**config.mk**
```make
export PLATFORM = sky130hd
export DESIGN_NAME = serial_subtractor_nbit
export DESIGN_NICKNAME = d
export VERILOG_FILES = /design/src/rtl/serial_subtractor_nbit.sv
export SDC_FILE = /design/constraint.sdc
export NUM_CORES = 1
export LEC_CHECK = 0
export CAP_MARGIN = 0
export CORE_MARGIN = 2
export CORE_UTILIZATION = 50
export DETAILED_ROUTE_END_ITERATION = 10
export PLACE_DENSITY = 0.86
export SLEW_MARGIN = 20
export SYNTH_ARGS = -nofsm -noshare
export SYNTH_HDL_FRONTEND = slang
export SYNTH_SLANG_ARGS = --single-unit
```
**constraint.sdc**
```tcl
create_clock -name clk -period 1.75 [get_ports clk]
set_input_delay 0.4375 -clock clk [delete_from_list [all_inputs] [get_ports clk]]
set_output_delay 0.4375 -clock clk [all_outputs]
set_load 0.01 [all_outputs]
```
**src/rtl/serial_subtractor_nbit.sv**
```systemverilog
// Bit-serial N-bit subtractor: computes a - b one bit per clock, LSB first,
// using a single full-adder cell fed with a, ~b and an initial carry of 1.
// Operands arrive through a valid/ready handshake. diff/borrow/overflow leave
// through a second valid/ready handshake and stay stable until accepted.
module serial_subtractor_nbit #(
    parameter int N  = 4,
    parameter int CW = (N > 1) ? $clog2(N) : 1
) (
    input  logic         clk,
    input  logic         rst,
    input  logic         in_valid,
    output logic         in_ready,
    input  logic [N-1:0] a,
    input  logic [N-1:0] b,
    output logic         out_valid,
    input  logic         out_ready,
    output logic [N-1:0] diff,
    output logic         borrow,
    output logic         overflow
);

    typedef enum logic [1:0] {
        IDLE  = 2'd0,
        SHIFT = 2'd1,
        DONE  = 2'd2
    } state_t;

    localparam logic [CW-1:0] LAST_BIT = CW'(N - 1);

    state_t        state_q, state_d;
    logic [N-1:0]  a_sr_q, a_sr_d;
    logic [N-1:0]  b_sr_q, b_sr_d;
    logic [N-1:0]  d_sr_q, d_sr_d;
    logic [CW-1:0] cnt_q, cnt_d;
    logic          carry_q, carry_d;
    logic          a_msb_q, a_msb_d;
    logic          b_msb_q, b_msb_d;
    logic          in_ready_q, in_ready_d;
    logic          out_valid_q, out_valid_d;
    logic          borrow_q, borrow_d;
    logic          overflow_q, overflow_d;

    logic          fa_a, fa_b, fa_sum, fa_carry;

    // Full-adder cell on the current LSBs, with the subtrahend inverted.
    always_comb begin
        fa_a     = a_sr_q[0];
        fa_b     = ~b_sr_q[0];
        fa_sum   = fa_a ^ fa_b ^ carry_q;
        fa_carry = (fa_a & fa_b) | (fa_a & carry_q) | (fa_b & carry_q);
    end

    // Next-state logic for the control FSM, the shift datapath and the result flags.
    always_comb begin
        state_d     = state_q;
        a_sr_d      = a_sr_q;
        b_sr_d      = b_sr_q;
        d_sr_d      = d_sr_q;
        cnt_d       = cnt_q;
        carry_d     = carry_q;
        a_msb_d     = a_msb_q;
        b_msb_d     = b_msb_q;
        in_ready_d  = in_ready_q;
        out_valid_d = out_valid_q;
        borrow_d    = borrow_q;
        overflow_d  = overflow_q;

        case (state_q)
            IDLE: begin
                if (in_valid) begin
                    a_sr_d     = a;
                    b_sr_d     = b;
                    a_msb_d    = a[N-1];
                    b_msb_d    = b[N-1];
                    carry_d    = 1'b1;
                    cnt_d      = '0;
                    in_ready_d = 1'b0;
                    state_d    = SHIFT;
                end
            end
            SHIFT: begin
                carry_d = fa_carry;
                d_sr_d  = {fa_sum, d_sr_q[N-1:1]};
                a_sr_d  = a_sr_q >> 1;
                b_sr_d  = b_sr_q >> 1;
                cnt_d   = cnt_q + CW'(1);
                if (cnt_q == LAST_BIT) begin
                    // fa_sum here is the result MSB, so the flags are final this cycle.
                    borrow_d    = ~fa_carry;
                    overflow_d  = (a_msb_q != b_msb_q) && (fa_sum != a_msb_q);
                    out_valid_d = 1'b1;
                    state_d     = DONE;
                end
            end
            DONE: begin
                if (out_ready) begin
                    out_valid_d = 1'b0;
                    in_ready_d  = 1'b1;
                    borrow_d    = 1'b0;
                    overflow_d  = 1'b0;
                    state_d     = IDLE;
                end
            end
            default: begin
                out_valid_d = 1'b0;
                in_ready_d  = 1'b1;
                state_d     = IDLE;
            end
        endcase
    end

    // State and datapath registers; reset abandons any operation in flight.
    always_ff @(posedge clk) begin
        if (rst) begin
            state_q     <= IDLE;
            a_sr_q      <= '0;
            b_sr_q      <= '0;
            d_sr_q      <= '0;
            cnt_q       <= '0;
            carry_q     <= 1'b0;
            a_msb_q     <= 1'b0;
            b_msb_q     <= 1'b0;
            in_ready_q  <= 1'b1;
            out_valid_q <= 1'b0;
            borrow_q    <= 1'b0;
            overflow_q  <= 1'b0;
        end else begin
            state_q     <= state_d;
            a_sr_q      <= a_sr_d;
            b_sr_q      <= b_sr_d;
            d_sr_q      <= d_sr_d;
            cnt_q       <= cnt_d;
            carry_q     <= carry_d;
            a_msb_q     <= a_msb_d;
            b_msb_q     <= b_msb_d;
            in_ready_q  <= in_ready_d;
            out_valid_q <= out_valid_d;
            borrow_q    <= borrow_d;
            overflow_q  <= overflow_d;
        end
    end

    assign in_ready  = in_ready_q;
    assign out_valid = out_valid_q;
    assign diff      = d_sr_q;
    assign borrow    = borrow_q;
    assign overflow  = overflow_q;

endmodule

```
After elaboration in Yosys (flattened, before gate mapping)
Index checks and enable logic that the tools add are counted.
Widths: inputs -> output; s select.
{"block": "classes", "n_eq_ne": 8, "n_bitwise": 11, "reduce_logical": 10, "n_mux": 22, "addsub": 1}
{"op": "$pmux 4 s2", "n": 2}
{"op": "$reduce_and 3->1", "n": 4}
{"op": "$mux 2", "n": 4}
{"op": "$mux 4", "n": 2}
{"op": "$mux 1", "n": 7}
{"op": "$ne 2x2->1 const B", "n": 3}
{"op": "$pmux 1 s2", "n": 3}
{"op": "$pmux 1 s3", "n": 2}
{"op": "$pmux 2 s3", "n": 1}
{"op": "$eq 2x2->1 const B", "n": 2}
{"op": "$not 1->1", "n": 4}
{"op": "$pmux 2 s2", "n": 1}
{"op": "$reduce_and 2->1", "n": 2}
{"op": "$reduce_bool 2->1", "n": 2}
{"op": "$and 1x1->1", "n": 3}
{"op": "$add 2x1->2 const B", "n": 1}
{"op": "$eq 2x1->1 const B", "n": 1}
{"op": "$logic_not 2->1", "n": 1}
{"op": "$ne 1x1->1", "n": 2}
{"op": "$or 1x1->1", "n": 2}
{"op": "$xor 1x1->1", "n": 2}
{"op": "$logic_and 1x1->1", "n": 1}
{"block": "word_totals", "wordCells": 64, "output_inout_bits": 8, "register_bits": 23, "in_bits": 12}

Logic depth before layout (Yosys ltp)
{"block": "logic_depth", "word_depth": 7, "depth_mapped": 5, "depth_no_buf": 5}

Worst setup path after synthesis
Ideal clock, no wire load.
{"block": "synth_path", "path_kind": "register to register", "from": "reg a_sr_q[0]", "to": "reg overflow_q, in the netlist overflow", "setup_time_ns": 0.087, "arrival_time_ns": 1.298, "required_time_ns": 1.663, "period_less_slack_ns": 1.385, "stages_incl_launch_ff": 6, "n_path_buf": 0, "path_slack_ns": 0.365, "path_cell_list": "dfxtp_1 -> inv_1 -> fa_1 -> and3b_1 -> a21oi_1 -> o31ai_1"}
{"block": "synth_between", "elab_chain_cells": 6}
{"item": "from (decl)", "line": "31", "text": "logic [N-1:0] a_sr_q, a_sr_d;"}
{"item": "from (signal assigned)", "line": "129", "text": "a_sr_q <= a_sr_d;"}
{"item": "$xor 1x1->1 (2 in series)", "line": "49", "text": "fa_sum = fa_a ^ fa_b ^ carry_q;"}
{"item": "$ne 1x1->1", "line": "90", "text": "overflow_d = (a_msb_q != b_msb_q) && (fa_sum != a_msb_q);"}
{"item": "$logic_and 1x1->1", "line": "90"}
{"item": "$mux 1", "line": "87", "text": "if (cnt_q == LAST_BIT) begin"}
{"item": "$pmux 1 s2", "line": "68", "text": "case (state_q)"}
{"item": "to (signal assigned)", "line": "139", "text": "overflow_q <= overflow_d;"}
{"item": "to (decl)", "line": "41", "text": "logic overflow_q, overflow_d;"}
No other way between the ends. The select of a mux whose other input is x is not followed.
A chain may end at the register's enable or synchronous reset.

Final worst setup path
{"block": "layout_path", "from": "reg in_ready_q, in the netlist in_ready", "to": "out in_ready"}
{"item": "from (decl)", "line": "38", "text": "logic in_ready_q, in_ready_d;"}
{"item": "from (signal assigned)", "line": "136", "text": "in_ready_q <= in_ready_d;"}
{"item": "to (decl)", "line": "12", "text": "output logic in_ready,"}
No word-level cell between the ends.

==> results.yml <==
critical_path:
  crit_arrival_ns: 1.25
  path_class: "flip-flop to output pin"
  crit_chain: "clkdlybuf4s50_1"
  critPathTopFamily: "buffers and inverters"
  cp_slowest_cell: "clkdlybuf4s50_1"
  critPathLaunchType: "flip-flop"
  cpPeakStageDelay_ns: 0.54
  crit_buf_inv: 1
  worst-path-max-fanout: 3
  required_ns: 1.31
  end_kind: "output pin"
yosys:
  yosys.area.top_type: "dfxtp_1"
  synth_edf_count: 0
  ys_ff_latch: 23
  netlist_top_cells_area: "dfxtp_1, mux2i_1, a211oi_2, a21oi_1, nor2_1"
  yosys.area.top_type_share_pct: 43.04
  syn_avg_cell_area_um2: 10.39
  synthesis.nets: 117
  ys.flop_type: "dfxtp_1"
  synthesis.area_mm2: 0.001070
  ys.warnings.count: 0
  async_reset_ff_share_pct: 0
  ys_types: 32
  netlist_instances: 103
  seq_area_frac_synth_pct: 43.04
route:
  via_per_inst: 5.331
  drc: 0
  first_pass_iters: 4
  drt_iter0_drc: 9
  via_count: 805
  routedWlPerCell_um: 13.42
  postRouteWirelength_um: 2027
  antenna_left: 0
finish:
  num-nets-final: 139
  layout_commonest_cell: "dfxtp_1"
  layout_common_cells: "dfxtp_1, clkdlybuf4s50_1, nor2_1"
  ff_latch_area_um2: 460.4
  multiInputGateArea_um2: 531.8
  diodes: 0
  n_fill_cell: 161
  syn_to_final_growth_pct: 20.70
  stdcell_area_mm2: 0.001291
  instances_no_fill: 151
  drive_gt1_share_pct: 18.55
  utilization_pct: 65.15
die:
  io_pins: 20
  rows: 16
  dieArea_mm2: 0.002526
  core_region_area_mm2: 0.001982
  die_y_um: 50.26
  initial_utilization_pct: 53.98
  die_w_um: 50.26
place:
  dpl.hpwl_um: 1515
  dp.cells: 147
  portBuffers: 19
  dp_worst_setup_slack_ns: 0.1134
  place_area_mm2: 0.001261
  gp_congestion: 0.7561
clock_tree:
  clockBufferDepth: 2
  cts_root_buffer: "clkbuf_4"
  clk_latency_ns: 0.32
  cts.sinks: 23
  cts_buffers: 3
  cts.clk_slew.worst_paths_ns: 0.13
  postCtsSetupBuffers: 0
  htree_levels: 1
  cts_tree: "yes"
grt:
  antenna_found_initial: 0
  grt_max_degree: 14
  grt_pass1_vias: 839
  grt_usage_pct: 18.98
  grt_pass1_wl_um: 3608
  grt_overflow_total: 0
status:
  status: "complete, no violations"
sta:
  finalMaxSlewViolations: 0
  fmax_mhz: 594.3
  rsz0062_at_grt: "false"
  skew_ns: 0.01054
  tightestPinTransition_ns: 0.4198
  holdWs_ns: 0.4770
  fin_setup_tns_ns: 0
  hold_violations: 0
  period_minus_slack_ns: 1.683
  slew_headroom_pct: 71.98
  fin_ws_ns: 0.06732
  finalCritPeriodShare_pct: 96.15
  setup_viol: 0
power:
  p_leak_nw: 0.5035
  power.density_mw_per_mm2: 794.9
  ir_drop_v: 0.0005742
  power_mw: 1.026
job:
  max_cap_viol_count: 0
hold_path:
  hold_class: "flip-flop to flip-flop"
report_power, final:
group	switching [mW]	internal [mW]	leakage (nW)
sequential	0.0252	0.555	0.189
clock	0.163	0.0858	0.0177
combinational	0.0950	0.102	0.297
cells by family after synthesis:
family	count (synthesis)	synth area share (%)
muxes	10	9.357
adders and majority gates	2	3.041
AOI/OAI and AO/OA	27	21.76
and+or+nand+nor	32	15.56
buffers and inverters	9	7.251
DFF	23	43.04
registers in the layout, indices dropped and copies added (netlist names):
register,flops
a_msb_q,1
a_sr_q,4
b_msb_q,1
b_sr_q,4
borrow,1
carry_q,1
cnt_q,2
diff,4
in_ready,1
out_valid,1
overflow,1
state_q,2
synth_stat cells (all sizes together), types with 2 or more instances:
cell and count:
dfxtp 23, nor2 16, mux2i 10, a21oi 9, a211oi 8, buf 6, nand2 5, a2bb2oi 2
inv 2, nand2b 2, nand3b 2, nor3 2, o21ai 2, o21bai 2
layer usage:
metal	wire length, um	vias to the layer above	global-route usage (%)
met2	1009	13	31.80
met3	90	5	5.060
met1	884	383	22.22
met4	42	0	9.259
met5	0	-	0
li1	-	404	-
repair_timing:
action | 4_1_cts | 5_1_grt
setup endpoints to repair | 0 | 1
gates resized for setup | 0 | 1
hold buffers | 0 | 0
worst paths after layout:
kind                                start         to  slack, ns  depth (start not counted)
worst max-delay path             in_ready   in_ready       0.07                          1
worst max register to register  a_sr_q[0]   overflow       0.20                          5
worst min register to register  b_sr_q[3]  b_sr_q[3]       0.48                          2
worst min-delay path            b_sr_q[3]  b_sr_q[3]       0.48                          2
final cells by class:
class | instances | share of cell area (%)
multi-input cells | 71 | 41.18
repair buffers | 24 | 17.83
flip-flops and latches | 23 | 35.66
inverters | 2 | 0.5814
clock buffers | 3 | 1.744
clock inverters | 1 | 0.3876
well taps | 27 | 2.616
Power figures use the tool's default switching activity.
==> edit (same settings) <==
The 3 states of `state_t` get a one-hot encoding in 3 bits.
--- a/src/rtl/serial_subtractor_nbit.sv
+++ b/src/rtl/serial_subtractor_nbit.sv
@@ -19,10 +19,10 @@
     output logic         overflow
 );
 
-    typedef enum logic [1:0] {
-        IDLE  = 2'd0,
-        SHIFT = 2'd1,
-        DONE  = 2'd2
+    typedef enum logic [2:0] {
+        IDLE  = 3'b001,
+        SHIFT = 3'b010,
+        DONE  = 3'b100
     } state_t;
 
     localparam logic [CW-1:0] LAST_BIT = CW'(N - 1);
Formal check against the unedited RTL: same outputs for any inputs over 10 cycles, from zero or initial values and one cycle with rst high; not proved beyond that.
==> edit against the unedited design <==
Sequential cell count increased by 1; setup slack got worse by 1.6 ps; wire length is 24% higher; power up 14%; final area increased by 6.7%; fmax about the same; synthesized area grew 4.1%; sequential power grew 9.6%; critical path type unchanged.
==> edit: results (changes against the unedited design) <==
Yosys
  – Synth unique cells: 36 (+13%)
  – Top cells by area, synth: dfxtp_1, nor2_1, a211oi_1, o2bb2ai_1, nor4_1
  – Register area share after synthesis: 43.15% (+0.11 points)
  – Syn_area_per_cell: 9.053 µm² (-13%)
  – Syn Nets: 137 (+17%)

Outcome
  – Status: complete, no violations

Finish
  – Final #Nets: 159 (+14%)
  – Cell Count, Final, Fillers Out: 172 (+14%)
  – Ratio of cells with drive above 1 in the final layout: 9.722% (-8.8 points)

Timing
  – Rel. slew slack: 74.43% (+2.5 points)
  – Clock skew: 1.335 ps (-9.204 ps)

Pwr
  – Combinational power: 240 µW (+22%)
  – Int Pwr: 844.4 µW (+14%)
  – Total leakage power: 0.4965 nW (-1.4%)
  – Pwr Density: 848.7 nW/µm² (+6.8%)
  – Clock share of power: 25.0% (+0.8 points)

GRT
  – Largest net degree at the start of global routing: 21 (+7)
  – Vias in the first global route: 998 (+19%)
  – First-pass GRT wire length: 4360 µm (+21%)
  – All-Layer GR Usage: 22.46% (+3.5 points)

Clocking
  – Total CTS buffers: 3 (unchanged)

Drt
  – DR vias: 969 (+20%)
  – Total Routed Length: 2509 µm (+24%)
  – Starting DRT DRC Count: 7 (-2)

Setup path
  – RR Startpoint: state_q[1]

Placed design
  – Hpwl dp: 1802 µm (+19%)
  – Dpl cells: 168 (+14%)
  – Gpl congestion: 0.8001 (+5.8%)

Worst hold path
  – HP Start: a_sr_q[3]
==> edit: cell types whose count changed in the layout (fill, tap and decap cells not counted), sizes merged, moves of 3 or more <==
cell     before  now
mux2i        10    3
nor4          0    6
a21oi         9    6
o2bb2ai       0    5
nor3          2    7
a22o          0    3
==> edit: area by class of cell <==
class	count	area, µm²
Clock buffer	4	36.28
Fill cell	191	770.7
Inverter	4	15.01
Multi-Input combinational cell	86	568.0
Sequential cell	24	480.5
Tap cell	28	35.03
Timing Repair Buffer	26	242.7
==> edit: worst paths after layout <==
| kind | end | cells past startpoint | slack, ps |
|---|---|---|---|
| worst max-delay path | diff[3] | 1 | 70 |
| worst min-delay path | a_sr_q[3] | 2 | 480 |
| worst max register to register | borrow | 4 | 230 |
| worst min register to register | a_sr_q[3] | 2 | 480 |
==> edit: cells by family (layout without fill, tap and decap cells) <==
logic type	after synthesis	count (layout)	synth area share, %
adders and majority gates	2	2	2.921
DFF	24	24	43.15
xor gates and xnor gates	1	1	0.7867
AOI/OAI and AO/OA	26	26	17.42
buffers and inverters	13	34	5.842
and+or+nand+nor	54	54	27.19
muxes	3	3	2.697
==> edit: through the flow <==
stage	instance area [µm²]	setup TNS [ps]	setup slack, ps
2_1_floorplan	1114	0	399.4
3_3_place_gp	1341	-30.61	-30.61
3_5_place_dp	1341	-171.6	-69.22
4_1_cts	1378	0	52.68
5_1_grt	1378	0	4.056
6_report	1378	0	65.74
==> edit: metal layers <==
metal  global-route usage (%)  part of all wire (%)  vias up  wire [µm]
met2                    37.23                    51       23       1280
met1                    26.65                    43      457       1078
met4                    14.86                   2.6        0         65
met5                        0                     0        -          0
li1                         -                     -      482          -
met3                    3.509                   3.3        7         84
